[src/rtl/des_pkg.sv]
// Shared constants, bit-index tables and permutation helpers for the DES decrypt core.
// All tables use DES numbering: entry n names source bit n, bit 1 being the MSB.
package des_pkg;

  typedef enum logic [1:0] {IDLE, ROUND, DONE} state_t;

  localparam int unsigned ROUNDS = 16;

  // Right-rotation applied to C/D before PC2 for decrypt rounds 1..16 (K16 down to K1).
  localparam logic [1:0] SHIFT_SCHED [16] = '{
    2'd0, 2'd1, 2'd2, 2'd2, 2'd2, 2'd2, 2'd2, 2'd2,
    2'd1, 2'd2, 2'd2, 2'd2, 2'd2, 2'd2, 2'd2, 2'd1};

  localparam logic [6:0] IP_TAB [64] = '{
    58, 50, 42, 34, 26, 18, 10, 2, 60, 52, 44, 36, 28, 20, 12, 4,
    62, 54, 46, 38, 30, 22, 14, 6, 64, 56, 48, 40, 32, 24, 16, 8,
    57, 49, 41, 33, 25, 17, 9, 1, 59, 51, 43, 35, 27, 19, 11, 3,
    61, 53, 45, 37, 29, 21, 13, 5, 63, 55, 47, 39, 31, 23, 15, 7};

  localparam logic [6:0] FP_TAB [64] = '{
    40, 8, 48, 16, 56, 24, 64, 32, 39, 7, 47, 15, 55, 23, 63, 31,
    38, 6, 46, 14, 54, 22, 62, 30, 37, 5, 45, 13, 53, 21, 61, 29,
    36, 4, 44, 12, 52, 20, 60, 28, 35, 3, 43, 11, 51, 19, 59, 27,
    34, 2, 42, 10, 50, 18, 58, 26, 33, 1, 41, 9, 49, 17, 57, 25};

  localparam logic [5:0] E_TAB [48] = '{
    32, 1, 2, 3, 4, 5, 4, 5, 6, 7, 8, 9, 8, 9, 10, 11, 12, 13,
    12, 13, 14, 15, 16, 17, 16, 17, 18, 19, 20, 21, 20, 21, 22, 23, 24, 25,
    24, 25, 26, 27, 28, 29, 28, 29, 30, 31, 32, 1};

  localparam logic [5:0] P_TAB [32] = '{
    16, 7, 20, 21, 29, 12, 28, 17, 1, 15, 23, 26, 5, 18, 31, 10,
    2, 8, 24, 14, 32, 27, 3, 9, 19, 13, 30, 6, 22, 11, 4, 25};

  localparam logic [6:0] PC1_TAB [56] = '{
    57, 49, 41, 33, 25, 17, 9, 1, 58, 50, 42, 34, 26, 18,
    10, 2, 59, 51, 43, 35, 27, 19, 11, 3, 60, 52, 44, 36,
    63, 55, 47, 39, 31, 23, 15, 7, 62, 54, 46, 38, 30, 22,
    14, 6, 61, 53, 45, 37, 29, 21, 13, 5, 28, 20, 12, 4};

  localparam logic [5:0] PC2_TAB [48] = '{
    14, 17, 11, 24, 1, 5, 3, 28, 15, 6, 21, 10,
    23, 19, 12, 4, 26, 8, 16, 7, 27, 20, 13, 2,
    41, 52, 31, 37, 47, 55, 30, 40, 51, 45, 33, 48,
    44, 49, 39, 56, 34, 53, 46, 42, 50, 36, 29, 32};

  // S-box contents, each box stored row-major (row * 16 + column).
  localparam logic [3:0] SBOX [8][64] = '{
    '{14, 4, 13, 1, 2, 15, 11, 8, 3, 10, 6, 12, 5, 9, 0, 7,
      0, 15, 7, 4, 14, 2, 13, 1, 10, 6, 12, 11, 9, 5, 3, 8,
      4, 1, 14, 8, 13, 6, 2, 11, 15, 12, 9, 7, 3, 10, 5, 0,
      15, 12, 8, 2, 4, 9, 1, 7, 5, 11, 3, 14, 10, 0, 6, 13},
    '{15, 1, 8, 14, 6, 11, 3, 4, 9, 7, 2, 13, 12, 0, 5, 10,
      3, 13, 4, 7, 15, 2, 8, 14, 12, 0, 1, 10, 6, 9, 11, 5,
      0, 14, 7, 11, 10, 4, 13, 1, 5, 8, 12, 6, 9, 3, 2, 15,
      13, 8, 10, 1, 3, 15, 4, 2, 11, 6, 7, 12, 0, 5, 14, 9},
    '{10, 0, 9, 14, 6, 3, 15, 5, 1, 13, 12, 7, 11, 4, 2, 8,
      13, 7, 0, 9, 3, 4, 6, 10, 2, 8, 5, 14, 12, 11, 15, 1,
      13, 6, 4, 9, 8, 15, 3, 0, 11, 1, 2, 12, 5, 10, 14, 7,
      1, 10, 13, 0, 6, 9, 8, 7, 4, 15, 14, 3, 11, 5, 2, 12},
    '{7, 13, 14, 3, 0, 6, 9, 10, 1, 2, 8, 5, 11, 12, 4, 15,
      13, 8, 11, 5, 6, 15, 0, 3, 4, 7, 2, 12, 1, 10, 14, 9,
      10, 6, 9, 0, 12, 11, 7, 13, 15, 1, 3, 14, 5, 2, 8, 4,
      3, 15, 0, 6, 10, 1, 13, 8, 9, 4, 5, 11, 12, 7, 2, 14},
    '{2, 12, 4, 1, 7, 10, 11, 6, 8, 5, 3, 15, 13, 0, 14, 9,
      14, 11, 2, 12, 4, 7, 13, 1, 5, 0, 15, 10, 3, 9, 8, 6,
      4, 2, 1, 11, 10, 13, 7, 8, 15, 9, 12, 5, 6, 3, 0, 14,
      11, 8, 12, 7, 1, 14, 2, 13, 6, 15, 0, 9, 10, 4, 5, 3},
    '{12, 1, 10, 15, 9, 2, 6, 8, 0, 13, 3, 4, 14, 7, 5, 11,
      10, 15, 4, 2, 7, 12, 9, 5, 6, 1, 13, 14, 0, 11, 3, 8,
      9, 14, 15, 5, 2, 8, 12, 3, 7, 0, 4, 10, 1, 13, 11, 6,
      4, 3, 2, 12, 9, 5, 15, 10, 11, 14, 1, 7, 6, 0, 8, 13},
    '{4, 11, 2, 14, 15, 0, 8, 13, 3, 12, 9, 7, 5, 10, 6, 1,
      13, 0, 11, 7, 4, 9, 1, 10, 14, 3, 5, 12, 2, 15, 8, 6,
      1, 4, 11, 13, 12, 3, 7, 14, 10, 15, 6, 8, 0, 5, 9, 2,
      6, 11, 13, 8, 1, 4, 10, 7, 9, 5, 0, 15, 14, 2, 3, 12},
    '{13, 2, 8, 4, 6, 15, 11, 1, 10, 9, 3, 14, 5, 0, 12, 7,
      1, 15, 13, 8, 10, 3, 7, 4, 12, 5, 6, 11, 0, 14, 9, 2,
      7, 11, 4, 1, 9, 12, 14, 2, 0, 6, 10, 13, 15, 3, 5, 8,
      2, 1, 14, 7, 4, 10, 8, 13, 15, 12, 9, 0, 3, 5, 6, 11}};

  // Each helper builds the output MSB-first, pulling DES bit n from position (width - n).
  function automatic logic [63:0] ip_perm(input logic [63:0] x);
    logic [63:0] y = '0;
    for (int i = 0; i < 64; i++) y = {y[62:0], 1'(x >> (7'd64 - IP_TAB[6'(i)]))};
    return y;
  endfunction

  function automatic logic [63:0] fp_perm(input logic [63:0] x);
    logic [63:0] y = '0;
    for (int i = 0; i < 64; i++) y = {y[62:0], 1'(x >> (7'd64 - FP_TAB[6'(i)]))};
    return y;
  endfunction

  function automatic logic [47:0] e_exp(input logic [31:0] x);
    logic [47:0] y = '0;
    for (int i = 0; i < 48; i++) y = {y[46:0], 1'(x >> (6'd32 - E_TAB[6'(i)]))};
    return y;
  endfunction

  function automatic logic [31:0] p_perm(input logic [31:0] x);
    logic [31:0] y = '0;
    for (int i = 0; i < 32; i++) y = {y[30:0], 1'(x >> (6'd32 - P_TAB[5'(i)]))};
    return y;
  endfunction

  function automatic logic [55:0] pc1_perm(input logic [63:0] x);
    logic [55:0] y = '0;
    for (int i = 0; i < 56; i++) y = {y[54:0], 1'(x >> (7'd64 - PC1_TAB[6'(i)]))};
    return y;
  endfunction

  function automatic logic [47:0] pc2_perm(input logic [55:0] x);
    logic [47:0] y = '0;
    for (int i = 0; i < 48; i++) y = {y[46:0], 1'(x >> (6'd56 - PC2_TAB[6'(i)]))};
    return y;
  endfunction

  function automatic logic [27:0] rotr28(input logic [27:0] v, input logic [1:0] n);
    case (n)
      2'd1:    return {v[0], v[27:1]};
      2'd2:    return {v[1:0], v[27:2]};
      default: return v;
    endcase
  endfunction

endpackage

[src/rtl/des_round_f.sv]
// DES Feistel f-function: expansion, key mix, eight S-boxes, P permutation.
module des_sbox
  import des_pkg::*;
#(
  parameter logic [2:0] IDX = 3'd0
) (
  input  logic [5:0] b,
  output logic [3:0] s
);
  // Row comes from the outer bits, column from the inner four.
  assign s = SBOX[IDX][{b[5], b[0], b[4:1]}];
endmodule

module des_round_f
  import des_pkg::*;
(
  input  logic [31:0] r,
  input  logic [47:0] k,
  output logic [31:0] f
);
  logic [47:0] x;
  logic [31:0] s;

  assign x = e_exp(r) ^ k;

  des_sbox #(.IDX(3'd0)) s_box_1 (.b(x[47:42]), .s(s[31:28]));
  des_sbox #(.IDX(3'd1)) s_box_2 (.b(x[41:36]), .s(s[27:24]));
  des_sbox #(.IDX(3'd2)) s_box_3 (.b(x[35:30]), .s(s[23:20]));
  des_sbox #(.IDX(3'd3)) s_box_4 (.b(x[29:24]), .s(s[19:16]));
  des_sbox #(.IDX(3'd4)) s_box_5 (.b(x[23:18]), .s(s[15:12]));
  des_sbox #(.IDX(3'd5)) s_box_6 (.b(x[17:12]), .s(s[11:8]));
  des_sbox #(.IDX(3'd6)) s_box_7 (.b(x[11:6]),  .s(s[7:4]));
  des_sbox #(.IDX(3'd7)) s_box_8 (.b(x[5:0]),   .s(s[3:0]));

  assign f = p_perm(s);
endmodule

[src/rtl/des_decrypt_core.sv]
// Iterative DES decryption core: one Feistel round per clock, valid/ready on both sides.
module des_decrypt_core
  import des_pkg::*;
(
  input  logic        clk,
  input  logic        rst_n,
  input  logic        in_valid,
  output logic        in_ready,
  input  logic [63:0] in_data,
  input  logic [63:0] in_key,
  output logic        out_valid,
  input  logic        out_ready,
  output logic [63:0] out_data
);
  state_t      state, state_next;
  logic [31:0] l, r, f;
  logic [27:0] c, d, c_rot, d_rot;
  logic [4:0]  cnt;
  logic [1:0]  shamt;
  logic [47:0] subkey;
  logic        last_round;

  // Key schedule runs backwards: rotate right, so round 1 sees the unrotated C0/D0 (K16).
  assign shamt      = SHIFT_SCHED[4'(cnt - 5'd1)];
  assign c_rot      = rotr28(c, shamt);
  assign d_rot      = rotr28(d, shamt);
  assign subkey     = pc2_perm({c_rot, d_rot});
  assign last_round = (cnt == 5'(ROUNDS));

  des_round_f u_round_f (.r(r), .k(subkey), .f(f));

  // State register.
  always_ff @(posedge clk or negedge rst_n) begin
    if (!rst_n) state <= IDLE;
    else        state <= state_next;
  end

  // Next-state and handshake outputs.
  always_comb begin
    state_next = state;
    in_ready   = 1'b0;
    out_valid  = 1'b0;
    case (state)
      IDLE: begin
        in_ready = 1'b1;
        if (in_valid) state_next = ROUND;
      end
      ROUND: if (last_round) state_next = DONE;
      DONE: begin
        out_valid = 1'b1;
        if (out_ready) state_next = IDLE;
      end
      default: state_next = IDLE;
    endcase
  end

  // Datapath: load on accept, one round per cycle, capture the plaintext on the last round.
  always_ff @(posedge clk or negedge rst_n) begin
    if (!rst_n) begin
      l        <= '0;
      r        <= '0;
      c        <= '0;
      d        <= '0;
      cnt      <= '0;
      out_data <= '0;
    end else begin
      case (state)
        IDLE: if (in_valid) begin
          {l, r} <= ip_perm(in_data);
          {c, d} <= pc1_perm(in_key);
          cnt    <= 5'd1;
        end
        ROUND: begin
          l <= r;
          r <= l ^ f;
          c <= c_rot;
          d <= d_rot;
          // Halves swap before FP: R16 = L15 ^ f, L16 = R15.
          if (last_round) out_data <= fp_perm({l ^ f, r});
          else            cnt      <= cnt + 5'd1;
        end
        default: ;
      endcase
    end
  end
endmodule

[config.mk]
export PLATFORM = sky130hd
export DESIGN_NAME = des_decrypt_core
export DESIGN_NICKNAME = d
export VERILOG_FILES = /design/src/rtl/des_pkg.sv /design/src/rtl/des_round_f.sv /design/src/rtl/des_decrypt_core.sv
export SDC_FILE = /design/constraint.sdc
export NUM_CORES = 1
export LEC_CHECK = 0
export CORE_MARGIN = 5
export CORE_UTILIZATION = 39
export DETAILED_ROUTE_END_ITERATION = 12
export PLACE_DENSITY = 0.68
export SKIP_CTS_REPAIR_TIMING = 1
export SLEW_MARGIN = 25
export SYNTH_ARGS = -nofsm -noshare
export SYNTH_HDL_FRONTEND = slang
export SYNTH_SLANG_ARGS = --single-unit
[constraint.sdc]
create_clock -name clk -period 12.7 [get_ports clk]
set_input_delay 1.905 -clock clk [delete_from_list [all_inputs] [get_ports clk]]
set_output_delay 1.905 -clock clk [all_outputs]
set_load 0.005 [all_outputs]
==> impl_metrics.ini <==
[timing]
slew_viol_final = 0
min_period_over_period_pct = 44.82
max_freq_mhz = 175.7
worst_pin_slew_ns = 0.9234
worst_slack_ns = 7.008
period_minus_slack_ns = 5.692
skew_ns = 0.01575
hold_viol_final = 0
tns_ns = 0
finalSetupViolations = 0
rsz0062_at_grt = false
slew_headroom_pct = 38.44

[placement]
place.gp.congestion = 0.9197
place_ws_ns = 7.094
dp_hpwl_um = 15690
port_buffers = 69

[synth]
synth_cells = 981
ys_types = 79
synth_area_leaders = dfrtp_1 (33%), nand2_1 (5.1%), buf_4 (5.0%)
ys.flop_type = dfrtp_1
synth-edff-count = 0
yosysSeqAreaShare_pct = 33.49
yosys_warnings = 0
synth_top_area_share_pct = 33.49
syn-cell-area_sq_um = 8294
ys_ff_latch = 111
async_flop_share_pct = 100.0
yosysTopAreaCell = dfrtp_1
syn_avg_cell_area_sq_um = 8.455

[final_layout]
finalNetCount = 1171
antenna_cells = 0
drive_gt1_share_pct = 6.924
fillerInstances = 2069
syn_to_final_growth_pct = 11.21
area.sequential_sq_um = 2778
multiInputGateArea_sq_um = 4954
layout_common_cells = nand2_1 (111), dfrtp_1 (111), nor2_1 (99)

[status]
status = complete, no violations

[detailed_routing]
wl_um = 22240
antenna_left = 0
wire_per_inst_um = 17.29
drtIter0Drc = 661
vias_per_cell = 5.666
post-route-drc-count = 0
vias = 7286
first_pass_iters = 5

[clocking]
cts-htree-levels = 3
clock_latency_ns = 0.36
clkSinkCount = 111
cts_tree = yes
clk_pin_slew_ns = 0.07
clk_path_buf_depth = 2
cts_made_buffers = 9
clockRootBuffer = clkbuf_16

[global_routing]
grt_pass1_wl_um = 35720
grt_overflow_total = 0
grt_pass1_vias = 6830
antenna_found_initial = 0
grt.total_usage_pct = 17.81
grt_start_max_net_pins = 77

[critical_path]
r2r-end = r[30]
rrSetupSlack_ns = 7.01
cp-endpoint = r[30]
crit_path_end_kind = flip-flop
crit_top_cell = a31oi_1
cp-startpoint = cnt[0]
worstSetupStartpointType = flip-flop
critPathMaxStageDelay_ns = 0.94
path_cells = nor3_1 -> xnor2_1 -> o22ai_1 -> and2_1 -> a21o_1 -> ha_2 -> inv_2 -> mux2i_1 -> xor2_1 -> inv_1 -> ha_1 -> mux2_2 -> a32oi_1 -> nand2_1 -> a211oi_1 -> a2111oi_2 -> a31oi_1 -> a31o_1 -> a31oi_1
cp_num_buf_inv = 2
critical_path.slowest_cell = ha_2
crit_family = compound AO/OA/AOI/OAI gates
worstPathRequired_ns = 12.90
worstReg2RegStart = cnt[0]
path_max_fanout = 53
ff2ff_path_depth = 19
crit_cells = 19
arrival_ns = 5.89
critPathKind = flip-flop to flip-flop

[floorplanning]
die_w_um = 155.8
dieArea_sq_um = 24280
coreArea_sq_um = 20960
boundaryPins = 198
rows = 53
die_h_um = 155.8
start_util_pct = 39.58

[min_path]
hold_path_class = flip-flop to flip-flop

[job]
cap_violations = 0
## cell usage after synthesis, drive strengths merged (3+ instances only)
| cell | instances |
|---|---|
| a21boi | 4 |
| buf | 71 |
| and3b | 3 |
| nor2 | 100 |
| a211oi | 13 |
| and3 | 4 |
| a21oi | 31 |
| nand3 | 18 |
| a21o | 3 |
| a2111oi | 8 |
| a22o | 4 |
| xor2 | 12 |
| nand4 | 6 |
| xnor2 | 16 |
| o22ai | 8 |
| or3 | 13 |
| o21a | 11 |
| o211a | 3 |
| or2 | 4 |
| a221o | 16 |
| and2 | 8 |
| mux2 | 16 |
| o31ai | 3 |
| nor3 | 40 |
| ha | 33 |
| dfrtp | 111 |
| and4 | 3 |
| a31oi | 22 |
| a221oi | 38 |
| nor2b | 21 |
| nand2 | 114 |
| o21ai | 72 |
| inv | 23 |
| clkbuf | 42 |
| a22oi | 29 |
| mux2i | 15 |
| o211ai | 11 |
## registers in the layout (all words and copies together) (netlist names)
name and cells:
c 28, d 28, out_data 16, r 16, l 16, state 2, cnt 5
## cells by family after synthesis
| logic type | Yosys count | share of synthesized area (%) |
|---|---|---|
| buf+inv | 136 | 9.157 |
| flops | 111 | 33.49 |
| compound gates | 297 | 25.77 |
| xor+xnor | 28 | 3.047 |
| fa+ha+maj | 34 | 5.099 |
| simple gates | 343 | 19.22 |
| mux | 31 | 4.178 |
| other cells | 1 | 0.04521 |
## final cells by class
type                       count  share of cell area, %
multi-input combinational    781                  53.70
sequential                   111                  30.11
timing repair buffer          80                  8.356
tap                          275                  3.730
clock buffer                  11                  2.523
inverter                      23                 0.9360
clock inverter                 5                 0.6375
## layer usage
metal	GRT usage, %	vias to the layer above	share of wire [%]
met3	1.526	41	3.9
li1	-	3538	-
met2	31.10	208	51
met4	6.086	0	2.5
met1	23.20	3499	43
met5	0	-	0
## metrics by stage
step / area, sq um / utilization [%] / hold WS (ns) / instances
detailed placement: 8922 / 42.58 / 0.4322 / 1270
global placement: 8922 / 42.58 / 0.4258 / 1270
global route: 9224 / 44.02 / 0.4765 / 1286
floorplan: 8471 / - / 0.4173 / 1028
finish: 9224 / 44.02 / 0.4420 / 1286
CTS: 9214 / 43.97 / 0.4382 / 1286
## worst min path at each step
stage | from | endpoint | slack [ns] | depth (start not counted)
3_3_place_gp | l[20] | r[20] | 0.43 | 1
6_report | l[20] | r[20] | 0.44 | 1
4_1_cts | l[20] | r[20] | 0.44 | 1
2_1_floorplan | l[20] | r[20] | 0.42 | 1
3_5_place_dp | l[20] | r[20] | 0.43 | 1
5_1_grt | l[20] | r[20] | 0.48 | 1
Power is left out: the tool's default activity adds up to more than one toggle a clock period on the data nets, which glitch-free logic cannot reach.
==> patch, RTL diff (same settings) <==
Register the input `in_key` before use, without a reset. The logic sees it one clock later. The other inputs are not delayed to match.
--- a/src/rtl/des_decrypt_core.sv
+++ b/src/rtl/des_decrypt_core.sv
@@ -14,2 +14,9 @@
 );
+
+  logic [63:0] in_key_q;
+
+  always_ff @(posedge clk) begin
+    in_key_q <= in_key;
+  end
+
   state_t      state, state_next;
@@ -69,3 +76,3 @@
           {l, r} <= ip_perm(in_data);
-          {c, d} <= pc1_perm(in_key);
+          {c, d} <= pc1_perm(in_key_q);
           cnt    <= 5'd1;
Formal check against the unedited RTL: same outputs for any inputs over 10 cycles, from zero or initial values and one cycle with rst_n low; that may be too few to reach the edited logic, so the function may still have changed.
==> patch against the original RTL <==
Sequential cell count grew 32. Non-clock buffer count is the same. Setup slack gained 520 ps. Design area grew 10%. Area after synthesis grew 7.9%. Synthesized cell count grew 3.4%. Global-route usage is essentially flat. Critical path depth grew 1. Fmax grew 10%. Wire length grew 6.4%. Critical endpoint is now out_data[36].
Power is not shown: default switching activity piles up to over one toggle a cycle in this logic, so the estimate is an artifact.
==> patch: results (changes against the original RTL) <==
[setup_path]
reg2reg_slack_ps=7530  ; was 7010 ps
arrival_ps=5450  ; was 5890 ps
slowest_stage=buf_4  ; was ha_2
critPathTopFamily=compound AO/OA/AOI/OAI gates  ; unchanged
max_stage_delay_ps=470  ; was 940 ps
cp-endpoint=out_data[36]  ; was r[30]
ff2ff_path_depth=20  ; was 19
regToRegStartpoint=cnt[1]  ; was cnt[0]
cp_max_fo=53  ; unchanged

[route]
met2_length_um=10500  ; was 11,300 um
met3WireLength_um=1550  ; was 870 um
drt_first_pass_iters=5  ; unchanged
top_layer_used=met4  ; unchanged
wire_per_inst_um=17.6  ; was 17.3 um
viasPerCell=5.69  ; was 5.67
drt_iter0_markers=604  ; was 661
drt-met1-wl_um=11100  ; was 9480 um
via_count=7628  ; was 7,286

[logic_synthesis]
synth_commonest_cells=118 x nand2_1, 111 x dfrtp_1, 80 x nor2_1  ; was 112 x nand2_1, 111 x dfrtp_1, 100 x nor2_1
synth_compound_area_share_pct=24.8  ; was 25.8%
synth_fa_ha_area_share_pct=4.72  ; was 5.10%
synth_area_leaders=dfrtp_1 31%, dfxtp_1 7.2%, nand2_1 4.9%  ; was dfrtp_1 33%, nand2_1 5.1%, buf_4 5.0%
ys_seq_area_share_pct=38.2  ; was 33.5%
yosysUniqueCellTypes=78  ; was 79
synthMuxAreaShare_pct=4.81  ; was 4.18%
async_flop_share_pct=77.6  ; was 100%
synth_cells=1014  ; was 981
ys_warn_count=0  ; unchanged
synth_xor_area_share_pct=3.58  ; was 3.05%

[clock_network]
numCtsBuffers=17  ; was 9
htreeDepth=4  ; was 3
insertion_delay_ps=430  ; was 360 ps
clockBufferDepth=2  ; unchanged

[min_path]
hp-class=reg2reg  ; unchanged
holdPathStages=1  ; unchanged
whs_endpoint=r[20]  ; unchanged
min_from=l[20]  ; unchanged

[placed_design]
dp_cells=1309  ; was 1,270
io_buffers=69  ; unchanged
dp_slack_ps=7560  ; was 7090 ps
gp_congestion=0.897  ; was 0.920
hpwl_um=16700  ; was 15,700 um
placed_cell_area_um2=9610  ; was 8920 um^2

[grt]
grt_start_max_net_pins=71  ; was 77
first_global_vias=7051  ; was 6,830
grt_pass1_wl_um=37700  ; was 35,700 um
grt_usage_pct=17.8  ; about the same

[sta]
hold_ws_ps=474  ; was 442 ps
max_slew.worst_pin.slew_ps=935  ; was 923 ps
fmax_mhz=193  ; was 176 MHz
fin_skew_ps=8.94  ; was 15.7 ps

[finish]
layout.nets=1208  ; was 1,171
layout-drive-gt1-share_pct=7.58  ; was 6.92%
reg_top3=in_key_q: 32 flops, c: 28 flops, d: 28 flops  ; was c: 28 flops, d: 28 flops

[outcome]
outcome=completed  ; unchanged

## patch: cell types whose count changed after synthesis, moves of 7 or more
cell,before,now
dfxtp_1,0,32
nor2_1,100,80
o22ai_1,8,28
nor3_1,38,23
o21ai_0,55,67
buf_1,2,13
o31ai_1,3,13
a221oi_1,32,23
a221o_1,16,8
mux2i_1,14,22
nand3_1,18,11
## patch: final cells by class
class	instances	area [um^2]
fillers	2177	12500
repair buffers	80	778
inverters	25	96.3
clock buffers	18	429
flip-flops and latches	143	3420
well taps	285	357
multi-input cells	776	4960
clock inverters	14	120
## patch: worst reg2reg max path, delay by kind of cell, from the launching register on
family | cells | cell delay (ps)
AO/OA/AOI/OAI | 9 | 1460
buffers and inverters | 3 | 960
XOR/XNOR | 3 | 770
AND/OR/NAND/NOR | 3 | 740
adder cells (fa/ha/maj) | 2 | 650
flip-flops | 1 | 420
## patch: layer usage
metal  GRT usage [%]  vias to the layer above
li1                -                     3663
met1            25.5                     3653
met2            27.2                      276
met3            3.44                       36
met4            5.58                        0
met5               0                        -
